==> src/rtl/cv32e40p_x_disp_mo.sv <==
// cv32e40p_x_disp_mo: multi-outstanding X-interface dispatcher with an ID-tagged in-flight table
//   Ports: issue handshake (x_valid_o/x_ready_i/x_accept_i), result channel (x_rvalid_i/x_rid_i),
//   register-file write steering, dependency/stall generation, coprocessor memory request gating.
//   Optional macro CV32E40P_X_DISP_PERF_EN adds perf_offload_cnt_o and perf_memstall_cnt_o.
module cv32e40p_x_disp_mo #(
    parameter int DEPTH    = 4,
    parameter int ID_WIDTH = 4,
    parameter int NUM_RS   = 3
) (
    input  logic                   clk_i,
    input  logic                   rst_i,
    input  logic                   x_illegal_insn_dec_i,
    input  logic                   x_branch_or_jump_i,
    input  logic                   x_data_req_dec_i,
    input  logic                   id_ready_i,
    input  logic [4:0]             x_waddr_id_i,
    input  logic                   x_writeback_i,
    input  logic [4:0]             x_waddr_ex_i,
    input  logic [4:0]             x_waddr_wb_i,
    input  logic                   x_we_ex_i,
    input  logic                   x_we_wb_i,
    input  logic [NUM_RS-1:0][4:0] x_rs_addr_i,
    input  logic [NUM_RS-1:0]      x_regs_used_i,
    output logic                   x_valid_o,
    input  logic                   x_ready_i,
    input  logic                   x_accept_i,
    input  logic                   x_is_mem_op_i,
    output logic [ID_WIDTH-1:0]    x_id_o,
    output logic [NUM_RS-1:0]      x_rs_valid_o,
    output logic                   x_rd_clean_o,
    output logic                   x_stall_o,
    output logic                   x_illegal_insn_o,
    input  logic                   x_rvalid_i,
    output logic                   x_rready_o,
    input  logic [ID_WIDTH-1:0]    x_rid_i,
    output logic                   x_rf_we_o,
    output logic [4:0]             x_rf_waddr_o,
    output logic                   x_id_err_o,
    input  logic                   xmem_valid_i,
    output logic                   xmem_ready_o,
    input  logic                   xmem_we_i,
    input  logic                   xmem_last_i,
    output logic                   xmem_data_req_o,
    output logic                   xmem_we_o
`ifdef CV32E40P_X_DISP_PERF_EN
    ,
    output logic [31:0]            perf_offload_cnt_o,
    output logic [31:0]            perf_memstall_cnt_o
`endif
);
    localparam int CW = $clog2(DEPTH + 1);
    logic [DEPTH-1:0]      vld_q, wb_q;
    logic [DEPTH-1:0][4:0] rd_q;
    logic                  offl_q, err_q;
    logic [CW-1:0]         mem_cnt_q;
    logic [ID_WIDTH-1:0]   free_id;
    logic [31:0]           pend;
    logic                  full, hs, acc, hit, hit_wb, rd_busy, dep, mem_stall, inc, dec;
    logic [4:0]            hit_rd;
    // Table lookups: lowest free slot, result hit, and the pending-writer map from registered state.
    // rd_busy ignores the entry being freed by this cycle's result.
    always_comb begin
        free_id = '0;
        hit     = 1'b0;
        hit_wb  = 1'b0;
        hit_rd  = '0;
        pend    = '0;
        rd_busy = 1'b0;
        for (int i = DEPTH - 1; i >= 0; i--)
            if (!vld_q[i]) free_id = ID_WIDTH'(i);
        for (int i = 0; i < DEPTH; i++) begin
            if (x_rid_i == ID_WIDTH'(i)) begin
                hit    = x_rvalid_i & vld_q[i];
                hit_wb = wb_q[i];
                hit_rd = rd_q[i];
            end
            if (vld_q[i] && wb_q[i]) pend[rd_q[i]] = 1'b1;
            if (vld_q[i] && wb_q[i] && rd_q[i] == x_waddr_id_i && !(hit && x_rid_i == ID_WIDTH'(i)))
                rd_busy = 1'b1;
        end
    end
    assign full             = &vld_q;
    assign x_id_o           = free_id;
    assign x_valid_o        = x_illegal_insn_dec_i & ~x_branch_or_jump_i & ~offl_q & ~full;
    assign hs               = x_valid_o & x_ready_i;
    assign acc              = hs & x_accept_i;
    assign x_illegal_insn_o = hs & ~x_accept_i;
    assign x_rready_o       = 1'b1;
    assign x_rf_we_o        = hit & hit_wb;
    assign x_rf_waddr_o     = hit_rd;
    assign x_id_err_o       = err_q;
    assign x_rd_clean_o     = ~(rd_busy | (x_waddr_id_i == x_waddr_ex_i & x_we_ex_i) |
                                (x_waddr_id_i == x_waddr_wb_i & x_we_wb_i));
    always_comb begin
        dep = 1'b0;
        for (int i = 0; i < NUM_RS; i++) begin
            x_rs_valid_o[i] = ~(pend[x_rs_addr_i[i]] | (x_rs_addr_i[i] == x_waddr_ex_i & x_we_ex_i) |
                                (x_rs_addr_i[i] == x_waddr_wb_i & x_we_wb_i));
            dep = dep | (x_regs_used_i[i] & pend[x_rs_addr_i[i]]);
        end
        dep = dep & ~x_illegal_insn_o;
    end
    assign inc             = acc & x_is_mem_op_i;
    assign dec             = xmem_valid_i & xmem_last_i;
    assign mem_stall       = x_data_req_dec_i & (mem_cnt_q != '0);
    assign xmem_ready_o    = xmem_valid_i;
    assign xmem_data_req_o = xmem_valid_i;
    assign xmem_we_o       = xmem_valid_i & xmem_we_i;
    assign x_stall_o       = (x_valid_o & ~x_ready_i) | dep | mem_stall |
                             (x_illegal_insn_dec_i & (x_branch_or_jump_i | (full & ~offl_q))) |
                             (xmem_valid_i & ~hs);
    always_ff @(posedge clk_i) begin
        if (rst_i) begin
            vld_q     <= '0;
            wb_q      <= '0;
            rd_q      <= '0;
            offl_q    <= 1'b0;
            err_q     <= 1'b0;
            mem_cnt_q <= '0;
        end else begin
            for (int i = 0; i < DEPTH; i++) begin
                if (hit && x_rid_i == ID_WIDTH'(i)) vld_q[i] <= 1'b0;
                if (acc && free_id == ID_WIDTH'(i)) begin
                    vld_q[i] <= 1'b1;
                    rd_q[i]  <= x_waddr_id_i;
                    wb_q[i]  <= x_writeback_i & (x_waddr_id_i != 5'd0);
                end
            end
            offl_q <= id_ready_i ? 1'b0 : (hs ? 1'b1 : offl_q);
            err_q  <= err_q | (x_rvalid_i & ~hit);
            // Simultaneous increment and decrement cancel; decrement never wraps below zero.
            mem_cnt_q <= (inc & ~dec) ? mem_cnt_q + CW'(1) :
                         (dec & ~inc & mem_cnt_q != '0) ? mem_cnt_q - CW'(1) : mem_cnt_q;
        end
    end
`ifdef CV32E40P_X_DISP_PERF_EN
    always_ff @(posedge clk_i) begin
        if (rst_i) begin
            perf_offload_cnt_o  <= '0;
            perf_memstall_cnt_o <= '0;
        end else begin
            perf_offload_cnt_o  <= perf_offload_cnt_o + {31'd0, acc};
            perf_memstall_cnt_o <= perf_memstall_cnt_o + {31'd0, mem_stall};
        end
    end
`endif
endmodule

==> config.mk <==
export PLATFORM = sky130hd
export DESIGN_NAME = cv32e40p_x_disp_mo
export DESIGN_NICKNAME = d
export VERILOG_FILES = /design/src/rtl/cv32e40p_x_disp_mo.sv
export SDC_FILE = /design/constraint.sdc
export NUM_CORES = 1
export LEC_CHECK = 0
export ABC_AREA = 0
export BUFFER_PORTS_ARGS = -buffer_cell sky130_fd_sc_hd__buf_4
export CAP_MARGIN = 20
export CORE_MARGIN = 2
export CORE_UTILIZATION = 25
export DETAILED_ROUTE_END_ITERATION = 8
export PLACE_DENSITY = 0.43
export SYNTH_ARGS = -nofsm -noshare
export SYNTH_HDL_FRONTEND = slang
export SYNTH_SLANG_ARGS = --single-unit
==> constraint.sdc <==
create_clock -name clk_i -period 5 [get_ports clk_i]
set_input_delay 1.25 -clock clk_i [delete_from_list [all_inputs] [get_ports clk_i]]
set_output_delay 1.25 -clock clk_i [all_outputs]
set_load 0.02 [all_outputs]
==> impl_metrics.toml, run 1 <==
[yosys]
ys_top_cells_by_area = "dfxtp_1 15%, o22ai_1 9.1%, mux4_2 7.5%"
yosysSeqAreaShare_pct = 14.7
synth_area_um2 = 4490
postSynth.asyncResetShare_pct = 0
synth_area_per_cell_um2 = 7.55
yosysTopAreaCellShare_pct = 14.7
synth_seq_cells = 33
synth_edf_count = 0
postSynthCellCount = 594
synthDistinctLibCells = 66
ys_warn_count = 0
ys.flop_type = "dfxtp_1"
yosysTopAreaCell = "dfxtp_1"

[drt]
drt_iter0_drc = 556
routedWlPerCell_um = 21.6
vias = 4934
via_per_inst = 5.84
drt_pass1_iterations = 5
ant_nets = 0
routed_wl_um = 18300
drcViolationCount = 0

[die]
core-area_um2 = 17400
die-area_um2 = 19000
std_cell_rows = 48
die_x_um = 138
io_pins = 75
start_util_pct = 25.8
die_y_um = 138

[timing]
setup_violations = 0
slew_headroom_pct = 48.8
period_needed_ns = 4.71
finalCritPeriodShare_pct = 94.2
tns_ns = 0
clock_skew_ns = 0.00516
rsz0062_at_grt = "false"
fmax_mhz = 212
worst_slew_pin_slew_ns = 0.764
finalMaxSlewViolations = 0
hold_violations = 0

[worst_setup_path]
cp_max_fo = 11
cp.arrival_ns = 3.46
cp-startpoint = "vld_q[1]$_SDFFE_PP0P_"
cp-start-kind = "flip-flop"
critPathKind = "flip-flop to output port"
worstPathRequired_ns = 3.75
endpoint_kind = "output port"
r2r-start = "offl_q$_SDFFE_PP0P_"

[final_layout]
insertedDiodeCount = 0
nets = 673
final_cell_mix = "80 x buf_4, 77 x nor2_1, 65 x o22ai_1"
multi_input_area_um2 = 3450
fillers = 1913
syn2layout_area_growth_pct = 16.2
final_common_cell = "buf_4"
drive_above_1_share_pct = 19.4
regArea_um2 = 661

[clock_tree]
clockBufferDepth = 2
cts_resized = 0
postCtsSetupBuffers = 0
cts_tree = "yes"
root_buffer = "clkbuf_16"
cts-hold-fix-buffers = 0
cts.sinks = 33
clk_pin_slew_ns = 0.05
clock_latency_ns = 0.28
cts_max_level = 2
numCtsBuffers = 5

[place]
place_hpwl_um = 14300
port_buffers = 71
gp_congestion = 0.931

[outcome]
status = "finished, final reports clean"

[pwr]
ir_worst_vdd_uv = 125
power.total_mw = 0.842
leakage_nw = 1.67
p_per_area_nw_per_um2 = 162

[job]
maxCapViolCount = 0

[global_routing]
overflow = 0
grt_util_all_layers_pct = 19.0
top_usage_layer = "met2"
gr-usage-met1_pct = 26.4
grt_pass1_vias = 4588
grt_pass1_wl_um = 27400
grtUsageMet2_pct = 30.7
gr-usage-met3_pct = 2.08
antenna_found_initial = 0
grt_max_degree = 34

[worst_hold_path]
hold_path_class = "flip-flop to flip-flop"
hp-start = "mem_cnt_q[2]$_SDFFE_PP0P_"
[critical path: stages (launching register included)]
cell and delay, ns:
dfxtp_1 0.56, nand4b_1 0.51, o22ai_1 0.50, nor2_1 0.13, mux4_2 0.49, mux2i_1 0.29, a41oi_1 0.15, o211a_1 0.15
a32oi_1 0.21, buf_4 0.18
[kinds of logic after synthesis]
| kind of cell | synth area share, % |
|---|---|
| AOI/OAI and AO/OA | 20.7 |
| xor gates and xnor gates | 11.5 |
| adders and majority gates | 0.446 |
| buffers and inverters | 8.54 |
| DFF | 14.7 |
| muxes | 14.4 |
| other | 0.167 |
| and+or+nand+nor | 29.5 |
[metrics by stage]
| stage | utilization (%) | area (um2) | hold WS, ns | instances | worst slack [ns] |
|---|---|---|---|---|---|
| after floorplan | - | 4490 | 0.438 | 595 | 0.560 |
| after global placement | 28.9 | 5030 | 0.463 | 836 | 0.579 |
| after detailed placement | 28.9 | 5040 | 0.459 | 837 | 0.571 |
| after CTS | 29.9 | 5210 | 0.474 | 845 | 0.347 |
| after global routing | 29.9 | 5210 | 0.501 | 845 | 0.177 |
| final | 29.9 | 5210 | 0.475 | 845 | 0.292 |
[cells in the mapped netlist (3+ instances only)]
library cell / number
nand3b_1: 12
a211oi_1: 5
buf_2: 24
and3_1: 4
nand3_1: 21
xnor2_1: 26
nand2_1: 24
o21ai_0: 15
xor2_1: 33
nor2b_1: 4
and2_1: 8
mux4_2: 15
nand4bb_1: 4
o211ai_1: 6
clkbuf_1: 21
a31oi_1: 3
buf_6: 3
dfxtp_1: 33
nor2_1: 77
a211o_1: 3
or3b_1: 8
or3b_4: 3
o22ai_1: 65
nand4b_1: 7
or3_4: 3
buf_4: 11
nor3_1: 21
buf_1: 4
a21boi_0: 3
nor4_1: 14
or2_2: 3
nand4_1: 10
clkinv_1: 3
a21oi_1: 17
inv_1: 11
mux2i_1: 27
[registers in the layout, summed over array words and instances (netlist names)]
| signal | count |
|---|---|
| rd_q | 20 |
| mem_cnt_q | 3 |
| vld_q | 4 |
| wb_q | 4 |
| offl_q | 1 |
| x_id_err_o | 1 |
[routing by layer]
layer  up-vias  share of wire, %
met4         0               2.3
met5         -                 0
met3        30               6.5
li1       2264                 -
met2       255                46
met1      2385                45
[report_power, final]
part	internal [mW]	switching [mW]	total, mW
clock network	0.249	0.115	0.364
registers	0.267	0.00599	0.273
logic	0.0889	0.116	0.205
[worst paths after layout]
path / endpoint / slack (ns) / cells after the start
hold reg to reg: mem_cnt_q[2]$_SDFFE_PP0P_ / 0.48 / 1
setup reg to reg: rd_q[18]$_SDFFE_PP0P_ / 2.48 / 7
setup / recovery: x_stall_o / 0.29 / 9
hold / removal: mem_cnt_q[2]$_SDFFE_PP0P_ / 0.48 / 1
[final cells by class]
type | instances | share of cell area (%)
clock inverters | 1 | 0.576
well taps | 225 | 5.40
flip-flops and latches | 33 | 12.7
clock buffers | 7 | 2.74
repair buffers | 80 | 11.5
multi-input cells | 485 | 66.1
inverters | 14 | 1.01
No activity file was read; power rests on OpenSTA's default activity.
==> run 2: changes to the inputs <==
Settings changed: GPL_TIMING_DRIVEN from default to 0.
==> run 2 against run 1 <==
Net effect: wire length increased by 3.9%; largest power group unchanged; highest routed layer unchanged; maximum frequency shrank 1.5%; sequential cell count unchanged; clock-buffer cell count down 1; largest cell class unchanged.
==> impl_metrics.toml, run 2 (synthesized netlist as in run 1, its figures left out) <==
[global_routing]
antenna_found_initial = 0
grt_util_all_layers_pct = 19.7
grt_pass1_vias = 4799
overflow = 0
grt_pass1_wl_um = 28300
grt_max_degree = 11

[timing]
rsz0062_at_grt = "false"
fin_hold_ws_ns = 0.476
worst_slew_pin_slew_ns = 0.843
hold_violations = 0
slew_headroom_pct = 43.3
period_needed_ns = 4.78
finalCritPeriodShare_pct = 95.5
finalMaxSlewViolations = 0
setup_violations = 0
tns_ns = 0
clock_skew_ns = 0.00467
fmax_mhz = 209

[worst_setup_path]
r2r_end = "mem_cnt_q[2]$_SDFFE_PP0P_"
r2r-start = "offl_q$_SDFFE_PP0P_"
endpoint = "x_stall_o"
cp_num_buf_inv = 3
cp-start-kind = "primary input"
crit_chain = "clkbuf_1 -> clkinv_1 -> mux4_2 -> mux2i_1 -> a41oi_1 -> o211a_1 -> a32oi_1 -> buf_4"
cpPeakStageDelay_ns = 0.53
r2r_cells = 8
regToRegSetupSlack_ns = 2.45
cp.arrival_ns = 3.53
path_depth = 8
cp_max_fo = 10
endpoint_kind = "output port"
critPathKind = "primary input to output port"
crit_family = "buffers and inverters"
slowest_stage = "mux4_2"
worstPathRequired_ns = 3.75
cp-startpoint = "x_rs_addr_i[12]"

[pwr]
ir_worst_vdd_uv = 114
p_per_area_nw_per_um2 = 145
leakage_nw = 1.79

[clock_tree]
cts.sinks = 33
cts-hold-fix-buffers = 0
clk_pin_slew_ns = 0.05
cts_max_level = 2
clock_latency_ns = 0.28
clockBufferDepth = 2
numCtsBuffers = 5
root_buffer = "clkbuf_16"
cts_tree = "yes"

[place]
place_hpwl_um = 14900
port_buffers = 59
dp_cells = 879
dpl_cell_area_um2 = 5210
gp_congestion = 0.966

[final_layout]
design_area_um2 = 5360
largest_reg_flops = 20
fillers = 1926
insertedDiodeCount = 0
final_common_cell = "nor2_1"
top_regs = "rd_q: 20 flops, vld_q: 4 flops, wb_q: 4 flops"
final_cell_mix = "77 x nor2_1, 70 x buf_4, 65 x o22ai_1"
final_cells = 888
drive_above_1_share_pct = 21.0
syn2layout_area_growth_pct = 19.4
largest_register = "rd_q"
nets = 716
final_util_pct = 30.8

[die]
std_cell_rows = 48
die_y_um = 138
die_x_um = 138
io_pins = 75
core-area_um2 = 17400
start_util_pct = 25.8
die-area_um2 = 19000

[drt]
drt_pass1_iterations = 7
drcViolationCount = 0
via_per_inst = 5.64
routed_wl_um = 19000
drt_iter0_drc = 622
vias = 5006
routedWlPerCell_um = 21.4
ant_nets = 0

[job]
maxCapViolCount = 0

[outcome]
status = "finished, final reports clean"

[worst_hold_path]
hold_path_class = "flip-flop to flip-flop"
## run 2: final cells by class
| type | count | area, um2 | share of cell area, % |
|---|---|---|---|
| plain buffers | 63 | 330 | 6.17 |
| clock buffers | 6 | 129 | 2.41 |
| clock inverters | 2 | 10.0 | 0.187 |
| inverters | 14 | 52.6 | 0.981 |
| multi-input cells | 485 | 3450 | 64.3 |
| flip-flops and latches | 33 | 661 | 12.3 |
| well taps | 225 | 282 | 5.25 |
| repair buffers | 60 | 448 | 8.36 |
## run 2: power breakdown
part	leakage, nW	switching [mW]	total [mW]	internal, mW
combinational	1.45	0.125	0.216	0.0908
sequential	0.267	0.00259	0.269	0.267
clock	0.0706	0.111	0.294	0.183
total	1.79	0.239	0.779	0.540
## run 2: worst register-to-register path, cell delays in order (launching register included)
cell	delay, ns
dfxtp_1	0.32
or3b_2	0.48
nor2b_1	0.24
nand2_1	0.14
a211o_1	0.33
fa_1	0.42
o31ai_1	0.27
nor2_1	0.06
a211oi_1	0.21
## run 2: per-layer routing
metal  part of all wire, %  vias up  routed length (um)  GRT usage, %
met5                     0        -                   0             0
met4                   3.1        0                 580          7.60
met3                   7.7       46                1460          2.38
met2                    45      271                8580          31.5
met1                    44     2343                8360          27.1
li1                      -     2346                   -             -
## run 2: worst min path at each step
stage                                         start                   endpoint  depth (start not counted)
after floorplan           mem_cnt_q[2]$_SDFFE_PP0P_  mem_cnt_q[2]$_SDFFE_PP0P_                          1
after global placement    mem_cnt_q[2]$_SDFFE_PP0P_  mem_cnt_q[2]$_SDFFE_PP0P_                          1
after detailed placement      x_id_err_o$_SDFF_PP0_      x_id_err_o$_SDFF_PP0_                          2
after CTS                 mem_cnt_q[2]$_SDFFE_PP0P_  mem_cnt_q[2]$_SDFFE_PP0P_                          1
after global routing      mem_cnt_q[2]$_SDFFE_PP0P_  mem_cnt_q[2]$_SDFFE_PP0P_                          1
final                     mem_cnt_q[2]$_SDFFE_PP0P_  mem_cnt_q[2]$_SDFFE_PP0P_                          1
## run 2: timing repair
| item | in CTS | in global routing |
|---|---|---|
| gates resized for setup | 0 | 1 |
| setup endpoints to repair | 0 | 1 |
| setup buffers | 0 | 0 |
## run 2: through the flow
step	total power, mW	setup WS (ns)
CTS	0.785	0.160
detailed placement	0.489	0.171
global route	0.817	0.0547
global placement	0.487	0.153
floorplan	0.404	0.560
finish	0.779	0.223
==> run 3: changes to the inputs <==
Clock period 5 ns to 5.8 ns, I/O delays scaled along.
==> run 3 against run 2 <==
Net effect: critical path depth unchanged; combinational power down 14%; first-iteration DRC count unchanged; via count down 0.52%; register-to-register slack better by 0.80 ns; clock power down 14%; die area unchanged; wire length down 0.29%; clock skew about the same; utilization unchanged; critical path type unchanged; critical endpoint is now x_rs_valid_o[2]; largest power group unchanged.
==> impl_metrics.toml, run 3 (synthesized netlist as in run 1, its figures left out) <==
[pwr]
ir_worst_vdd_uv = 98.5
power.total_mw = 0.671
p_per_area_nw_per_um2 = 125
leakage_nw = 1.79

[outcome]
status = "finished, final reports clean"

[timing]
worst_slew_pin_slew_ns = 0.839
setup_violations = 0
period_needed_ns = 5.27
finalCritPeriodShare_pct = 90.9
fmax_mhz = 190
finalWorstSetupSlack_ns = 0.529
rsz0062_at_grt = "false"
finalMaxSlewViolations = 0
hold_violations = 0
clock_skew_ns = 0.00483
slew_headroom_pct = 43.6
tns_ns = 0

[clock_tree]
clk_pin_slew_ns = 0.05
clockBufferDepth = 2
postCtsSetupBuffers = 0
root_buffer = "clkbuf_16"
cts-hold-fix-buffers = 0
cts.sinks = 33
clock_latency_ns = 0.28
numCtsBuffers = 5
cts_resized = 0
cts_max_level = 2
cts_tree = "yes"

[drt]
ant_nets = 0
routedWlPerCell_um = 21.3
via_per_inst = 5.61
drcViolationCount = 0
vias = 4980
wl_met2_um = 8570
met1Wirelength_um = 8420
routed_wl_um = 18900
routed.top_layer = "met4"
wl_met3_um = 1380
drt_pass1_iterations = 5
drt_iter0_drc = 622

[worst_setup_path]
worstPathRequired_ns = 4.35
critPathKind = "primary input to output port"
cp_max_fo = 8
endpoint_kind = "output port"
cp.arrival_ns = 3.82
cp-start-kind = "primary input"
r2r_cells = 8

[global_routing]
overflow = 0
grt_pass1_vias = 4799
grt_util_all_layers_pct = 19.7
grt_max_degree = 11
grt_pass1_wl_um = 28300
antenna_found_initial = 0

[final_layout]
nets = 716
insertedDiodeCount = 0
regArea_um2 = 661
final_cells = 888
fillers = 1926
multi_input_area_um2 = 3450
syn2layout_area_growth_pct = 19.4
drive_above_1_share_pct = 20.8
largest_register = "rd_q"
final_cell_mix = "77 x nor2_1, 70 x buf_4, 65 x o22ai_1"
final_common_cell = "nor2_1"
largest_reg_flops = 20
design_area_um2 = 5360
top_regs = "rd_q: 20 flops, vld_q: 4 flops, wb_q: 4 flops"

[place]
gp_congestion = 0.966
place_hpwl_um = 14900
dp_slack_ns = 0.571
port_buffers = 59
dpl_cell_area_um2 = 5210
dp_cells = 879

[die]
core-area_um2 = 17400
io_pins = 75
std_cell_rows = 48
die_x_um = 138
start_util_pct = 25.8
die-area_um2 = 19000
die_y_um = 138

[worst_hold_path]
hold_path_class = "flip-flop to flip-flop"
min_path_cells = 1

[job]
maxCapViolCount = 0
[run 3: area by class of cell]
| type | instances | area share (%) |
|---|---|---|
| Inverter | 14 | 0.981 |
| Buffer | 63 | 6.17 |
| Multi-Input combinational cell | 485 | 64.3 |
| Tap cell | 225 | 5.25 |
| Timing Repair Buffer | 60 | 8.36 |
| Sequential cell | 33 | 12.3 |
| Clock inverter | 2 | 0.187 |
| Clock buffer | 6 | 2.41 |
[run 3: final timing paths]
path                             startpoint                         to  slack (ns)
hold reg to reg   mem_cnt_q[2]$_SDFFE_PP0P_  mem_cnt_q[2]$_SDFFE_PP0P_        0.48
setup reg to reg        offl_q$_SDFFE_PP0P_  mem_cnt_q[2]$_SDFFE_PP0P_        3.25
hold / removal    mem_cnt_q[2]$_SDFFE_PP0P_  mem_cnt_q[2]$_SDFFE_PP0P_        0.48
setup / recovery            x_rs_addr_i[11]            x_rs_valid_o[2]        0.53
[run 3: worst max-delay path, cell delays in order]
cell       delay, ns
clkbuf_1        0.33
clkinv_1        0.36
nor3_1          0.32
a2111oi_0       0.11
a311o_1         0.35
or4_1           0.50
a21oi_1         0.21
buf_4           0.18
[run 3: power breakdown]
part / internal (mW) / leakage [nW] / switching, mW
sequential: 0.230 / 0.267 / 0.00223
combinational: 0.0782 / 1.45 / 0.107
clock: 0.157 / 0.0706 / 0.0960
total: 0.466 / 1.79 / 0.206
[run 3: stage by stage]
step,util (%),hold WS [ns]
5_1_grt,30.8,0.493
3_3_place_gp,29.9,0.458
2_1_floorplan,-,0.438
4_1_cts,30.7,0.472
6_report,30.8,0.476
3_5_place_dp,29.9,0.460
[run 3: metal layers]
layer	vias up	GRT usage [%]
met3	37	2.38
li1	2345	-
met2	263	31.5
met1	2335	27.1
met4	0	7.60
met5	-	0
